--- src/rtl/wddl_key_window.sv ---
// wddl_key_window: dual-rail sliding window of the last DEPTH key-schedule words, with a precharge phase between evaluations.
// Ports: clk/rst_n (async active-low); start begins an expansion; in_valid/in_T/in_F carry an incoming dual-rail word;
// in_ready marks EVAL; wm8_T/F and wm1_T/F present w[i-8] and w[i-1]; out_valid qualifies them; word_idx counts
// captured words; done marks a completed expansion; rail_err is a sticky 1/1 encoding violation.
module wddl_key_window #(
  parameter int WORD  = 32,
  parameter int DEPTH = 8,
  parameter int TOTAL = 60
) (
  input  logic            clk,
  input  logic            rst_n,
  input  logic            start,
  input  logic            in_valid,
  input  logic [WORD-1:0] in_T,
  input  logic [WORD-1:0] in_F,
  output logic            in_ready,
  output logic [WORD-1:0] wm8_T,
  output logic [WORD-1:0] wm8_F,
  output logic [WORD-1:0] wm1_T,
  output logic [WORD-1:0] wm1_F,
  output logic            out_valid,
  output logic [5:0]      word_idx,
  output logic            done,
  output logic            rail_err
);
  localparam int AW = $clog2(DEPTH);
  typedef enum logic [1:0] {IDLE, PRE, EVAL, DONE} state_t;
  state_t          state, nxt_state;
  logic [AW-1:0]   wp, nxt_wp, rp;
  logic [5:0]      nxt_idx;
  logic [WORD-1:0] buf_t [DEPTH];
  logic [WORD-1:0] buf_f [DEPTH];
  logic            go, clash, capture, win;
  always_comb begin
    go        = (state == IDLE || state == DONE) && start;
    clash     = state == EVAL && in_valid && |(in_T & in_F);
    // a word is complete only when every bit pair is complementary
    capture   = state == EVAL && in_valid && &(in_T ^ in_F);
    nxt_idx   = go ? '0 : capture ? word_idx + 6'd1 : word_idx;
    nxt_wp    = go ? '0 : capture ? (wp == AW'(DEPTH - 1) ? '0 : wp + AW'(1)) : wp;
    nxt_state = go ? PRE
              : state == PRE ? EVAL
              : capture ? (nxt_idx == 6'(TOTAL) ? DONE : PRE)
              : state;
    rp        = wp == '0 ? AW'(DEPTH - 1) : wp - AW'(1);
    // capture always leaves EVAL, so the window is only presented when the buffer is stable
    win       = nxt_state == EVAL && nxt_idx >= 6'(DEPTH);
  end
  always_ff @(posedge clk or negedge rst_n) begin
    if (!rst_n) begin
      state     <= IDLE;
      wp        <= '0;
      word_idx  <= '0;
      rail_err  <= 1'b0;
      in_ready  <= 1'b0;
      out_valid <= 1'b0;
      done      <= 1'b0;
      wm8_T     <= '0;
      wm8_F     <= '0;
      wm1_T     <= '0;
      wm1_F     <= '0;
      for (int k = 0; k < DEPTH; k++) begin
        buf_t[k] <= '0;
        buf_f[k] <= '0;
      end
    end else begin
      state     <= nxt_state;
      wp        <= nxt_wp;
      word_idx  <= nxt_idx;
      rail_err  <= go ? 1'b0 : (rail_err | clash);
      in_ready  <= nxt_state == EVAL;
      out_valid <= win;
      done      <= nxt_state == DONE;
      wm8_T     <= win ? buf_t[wp] : '0;
      wm8_F     <= win ? buf_f[wp] : '0;
      wm1_T     <= win ? buf_t[rp] : '0;
      wm1_F     <= win ? buf_f[rp] : '0;
      if (capture) begin
        buf_t[wp] <= in_T;
        buf_f[wp] <= in_F;
      end
    end
  end
endmodule
--- config.mk ---
export PLATFORM = sky130hd
export DESIGN_NAME = wddl_key_window
export DESIGN_NICKNAME = d
export VERILOG_FILES = /design/src/rtl/wddl_key_window.sv
export SDC_FILE = /design/constraint.sdc
export NUM_CORES = 1
export LEC_CHECK = 0
export BUFFER_PORTS_ARGS = -buffer_cell sky130_fd_sc_hd__buf_2
export CAP_MARGIN = 15
export CORE_ASPECT_RATIO = 1.4
export CORE_MARGIN = 4
export CORE_UTILIZATION = 45
export DETAILED_ROUTE_END_ITERATION = 10
export HOLD_SLACK_MARGIN = 0.1
export PLACE_DENSITY_LB_ADDON = 0.2
export SKIP_LAST_GASP = 1
export SLEW_MARGIN = 5
export SYNTH_ARGS = -nofsm -noshare
export SYNTH_HDL_FRONTEND = slang
export SYNTH_SLANG_ARGS = --single-unit
--- constraint.sdc ---
create_clock -name clk -period 4.5 [get_ports clk]
set_input_delay 0.225 -clock clk [delete_from_list [all_inputs] [get_ports clk]]
set_output_delay 0.225 -clock clk [all_outputs]
set_load 0.02 [all_outputs]
==> results.py <==
metrics = {
    "routing": {
        "dr_total_vias": 23700,
        "ant_nets": 0,
        "wl_per_cell_microns": 29.1,
        "dr.pass1.iters": 7,
        "drc": 0,
        "wl_microns": 108000,
        "drt-vias-per-instance": 6.40,
        "drt_iter0_drc": 2158,
    },
    "synth": {
        "synth.distinct_cells": 53,
        "synth-edff-count": 0,
        "synth_xor_area_share_pct": 0.194,
        "synth-simple-area-share_pct": 6.15,
        "syn-cell-area_sq_um": 31700,
        "synth.top_cells.by_area": "dfrtp_1 52%, mux2_2 20%, mux4_2 4.8%, nand2_1 2.5%, a221oi_1 2.1%",
        "ys_async_sr_fraction_pct": 100,
        "seq_area_frac_synth_pct": 51.7,
        "synth-seq-cells": 655,
        "synth_top_family_by_area": "multiplexers",
        "syn_nets": 2610,
        "synth_fa_ha_area_share_pct": 1.54,
        "synthMuxAreaShare_pct": 27.7,
        "synthFlopType": "dfrtp_1",
        "synth-compound-area-share_pct": 9.66,
        "syn-instance-count": 2503,
        "yosys.area.top_type": "dfrtp_1",
        "syn_avg_cell_area_sq_um": 12.7,
        "synth_top_area_share_pct": 51.7,
        "ys_warn_count": 0,
    },
    "timing": {
        "setup_tns_ns": 0,
        "period_minus_slack_ns": 3.55,
        "finalHoldViolCount": 0,
        "tightest_slew_ns": 0.975,
        "setup_viol": 0,
        "fin_worst_skew_ns": 0.0232,
        "rsz0062_at_grt": "false",
        "slew_viol_final": 0,
        "max_freq_ghz": 0.281,
        "slew_headroom_pct": 35.0,
        "fin_ws_ns": 0.947,
        "period_share_pct": 79.0,
    },
    "setup_path": {
        "path_cells": "clkinv_2 -> ha_2 -> nand2b_1 -> and2_2 -> buf_4 -> nand2_1 -> nand2_1 -> a222oi_1 -> a211oi_1",
        "critical-path-top-delay-family": "simple AND/OR/NAND/NOR gates",
        "reg2reg_from": "wp[0]",
        "critical_path_buf_inv_count": 2,
        "critPathLaunchType": "flip-flop",
        "path_max_fanout": 26,
        "worstPathArrival_ns": 4.03,
        "worstSetupPathType": "reg -> reg",
        "critPathMaxStageDelay_ns": 0.75,
        "worst_path_most_repeated_cell": "nand2_1",
        "worstSetupStartpoint": "wp[0]",
        "cp.required_ns": 4.98,
        "worst_path_max_delay_cell": "dfrtp_4",
        "crit_end": "wm1_F[24]",
        "rr_endpoint": "wm1_F[24]",
        "reg2regPathDepth": 9,
        "cp.depth": 9,
        "critPathCaptureType": "flip-flop",
        "r2r_setup_slack_ns": 0.95,
    },
    "clock_tree": {
        "clk_latency_ns": 0.63,
        "cts-root-buf": "clkbuf_16",
        "cts.sinks": 655,
        "cts_buffers": 68,
        "htree_levels": 3,
        "post-cts-setup-buffers": 0,
        "cts_tree": "done",
        "path_clk_slew_ns": 0.06,
        "clockBufferDepth": 3,
    },
    "layout": {
        "final_net_count": 2831,
        "multiInputGateArea_sq_um": 14400,
        "nFillCells": 5938,
        "seq_area_sq_um": 16400,
        "syn2layout_area_growth_pct": 15.9,
        "layout_common_cells": "652 x dfrtp_1, 575 x mux2_2, 208 x nand2_1, 204 x buf_2, 100 x a21oi_1",
        "drive_above_1_share_pct": 38.2,
        "layout_commonest_cell": "dfrtp_1",
        "fin_cells": 3700,
    },
    "placement": {
        "place_hpwl_microns": 66000,
        "pre_cts_ws_ns": 1.00,
        "gp_congestion": 0.870,
        "port_buffers": 205,
        "dpl.cell_count": 3519,
    },
    "global_routing": {
        "grtUsageTotal_pct": 28.5,
        "grt_antenna_before_repair": 9,
        "grt_max_degree": 117,
        "grt_pass1_vias": 24700,
        "grt_pass1_wl_microns": 160000,
        "overflow": 0,
    },
    "floorplan": {
        "dieArea_sq_um": 74800,
        "die-width_microns": 232,
        "initial_core_util_pct": 45.6,
        "rows": 114,
        "io_pins": 206,
        "die_h_microns": 322,
        "core_area_sq_um": 69500,
    },
    "worst_hold_path": {
        "hold_class": "in -> reg",
    },
    "power": {
        "ir_drop_uv": 229,
        "powerDensity_nw_per_um2": 321,
        "leakagePower_uw": 0.0177,
    },
    "status": {
        "status": "completed",
    },
    "job": {
        "maxCapViolCount": 0,
    },
}
worst register-to-register path: stages, from the launching register on:
cell      delay, ns
dfrtp_4        0.75
clkinv_2       0.48
ha_2           0.35
nand2b_1       0.25
and2_2         0.63
buf_4          0.34
nand2_1        0.07
nand2_1        0.06
a222oi_1       0.08
a211oi_1       0.39
cell families (layout without fill, tap and decap cells):
logic type / Yosys count / in the layout
muxes: 719 / 719
DFF: 655 / 655
and+or+nand+nor: 437 / 437
AOI/OAI and AO/OA: 433 / 433
buffers and inverters: 213 / 476
adders and majority gates: 39 / 39
xor gates and xnor gates: 7 / 7
other: 0 / 6
sequential cells by signal (all words and copies together) (netlist names), 2 cells and up:
register and cells:
word_idx 6, wp 3, wm8_F 32, state 2
buf_t 256, wm1_T 32, buf_f 256, wm8_T 32
wm1_F 32
final cells by class:
class | instances | area share (%)
diodes | 6 | 0.0409
clock buffers | 101 | 5.50
clock inverters | 11 | 0.327
inverters | 7 | 0.0750
multi-input cells | 1635 | 39.2
flip-flops and latches | 655 | 44.7
well taps | 928 | 3.16
repair buffers | 357 | 6.97
worst min-delay path by stage:
| stage | startpoint | end | slack, ns | cells past startpoint |
|---|---|---|---|---|
| finish | in_F[4] | buf_f[4] | 0.13 | 2 |
| global route | in_F[4] | buf_f[228] | 0.11 | 2 |
| CTS | in_F[4] | buf_f[132] | 0.10 | 2 |
| detailed placement | rst_n | buf_t[88] | 0.38 | 1 |
| global placement | rst_n | buf_t[152] | 0.38 | 1 |
| floorplan | rst_n | buf_f[0] | -0.07 | 0 |
routing by layer:
metal / vias up / global-route usage (%) / share of wire (%)
met5: - / 0 / 0.025
met2: 1217 / 46.4 / 48
met4: 4 / 13.1 / 4.7
met1: 12300 / 36.8 / 39
li1: 9849 / - / -
met3: 322 / 5.97 / 8.4
repair_timing:
action / in CTS / in global routing
endpoints found under the hold margin: 579 / 0
resized for setup: 0 / 0
hold buffers: 63 / 0
stage by stage:
step                      util (%)  hold WS (ns)  power, uW  instance area [sq um]
after floorplan                  -       -0.0706       6030                  31700
after global placement        48.8         0.385       6300                  33900
after detailed placement      48.8         0.384       6310                  33900
after CTS                     52.8         0.103      11900                  36700
after global routing          52.8         0.110      12200                  36700
final                         52.9         0.134      11800                  36700
power breakdown:
group	internal, uW	switching (uW)
logic	89.4	265
clock network	3210	2340
registers	5890	0.0169
total	9190	2610
synthesized netlist by cell type (2+ instances only):
master     number
a222oi_1       26
a22o_1         18
a211oi_1       57
xor2_1          5
mux2_2        575
mux2i_1        64
xnor2_1         2
nor3_4          2
o221ai_1       22
nand3_2         3
nand2_1       210
nor4_1          9
nor2b_1         8
nand4_1        13
o22a_1          8
nand3_1        29
a221oi_1       76
inv_1           5
ha_1           39
o211ai_1        3
buf_1          37
nand2b_1        3
mux2_1         13
o21ai_0        22
or2_2           3
nor3_1         47
nor2_1         91
buf_2          47
and3_1         10
and2_1          4
o21ai_1         2
buf_6          12
o31ai_1         4
buf_4           3
a2111oi_0       2
o22ai_1        85
dfrtp_1       655
a22oi_1         2
mux4_2         67
a21oi_1       101
clkbuf_1      107
Power figures use the tool's default switching activity.
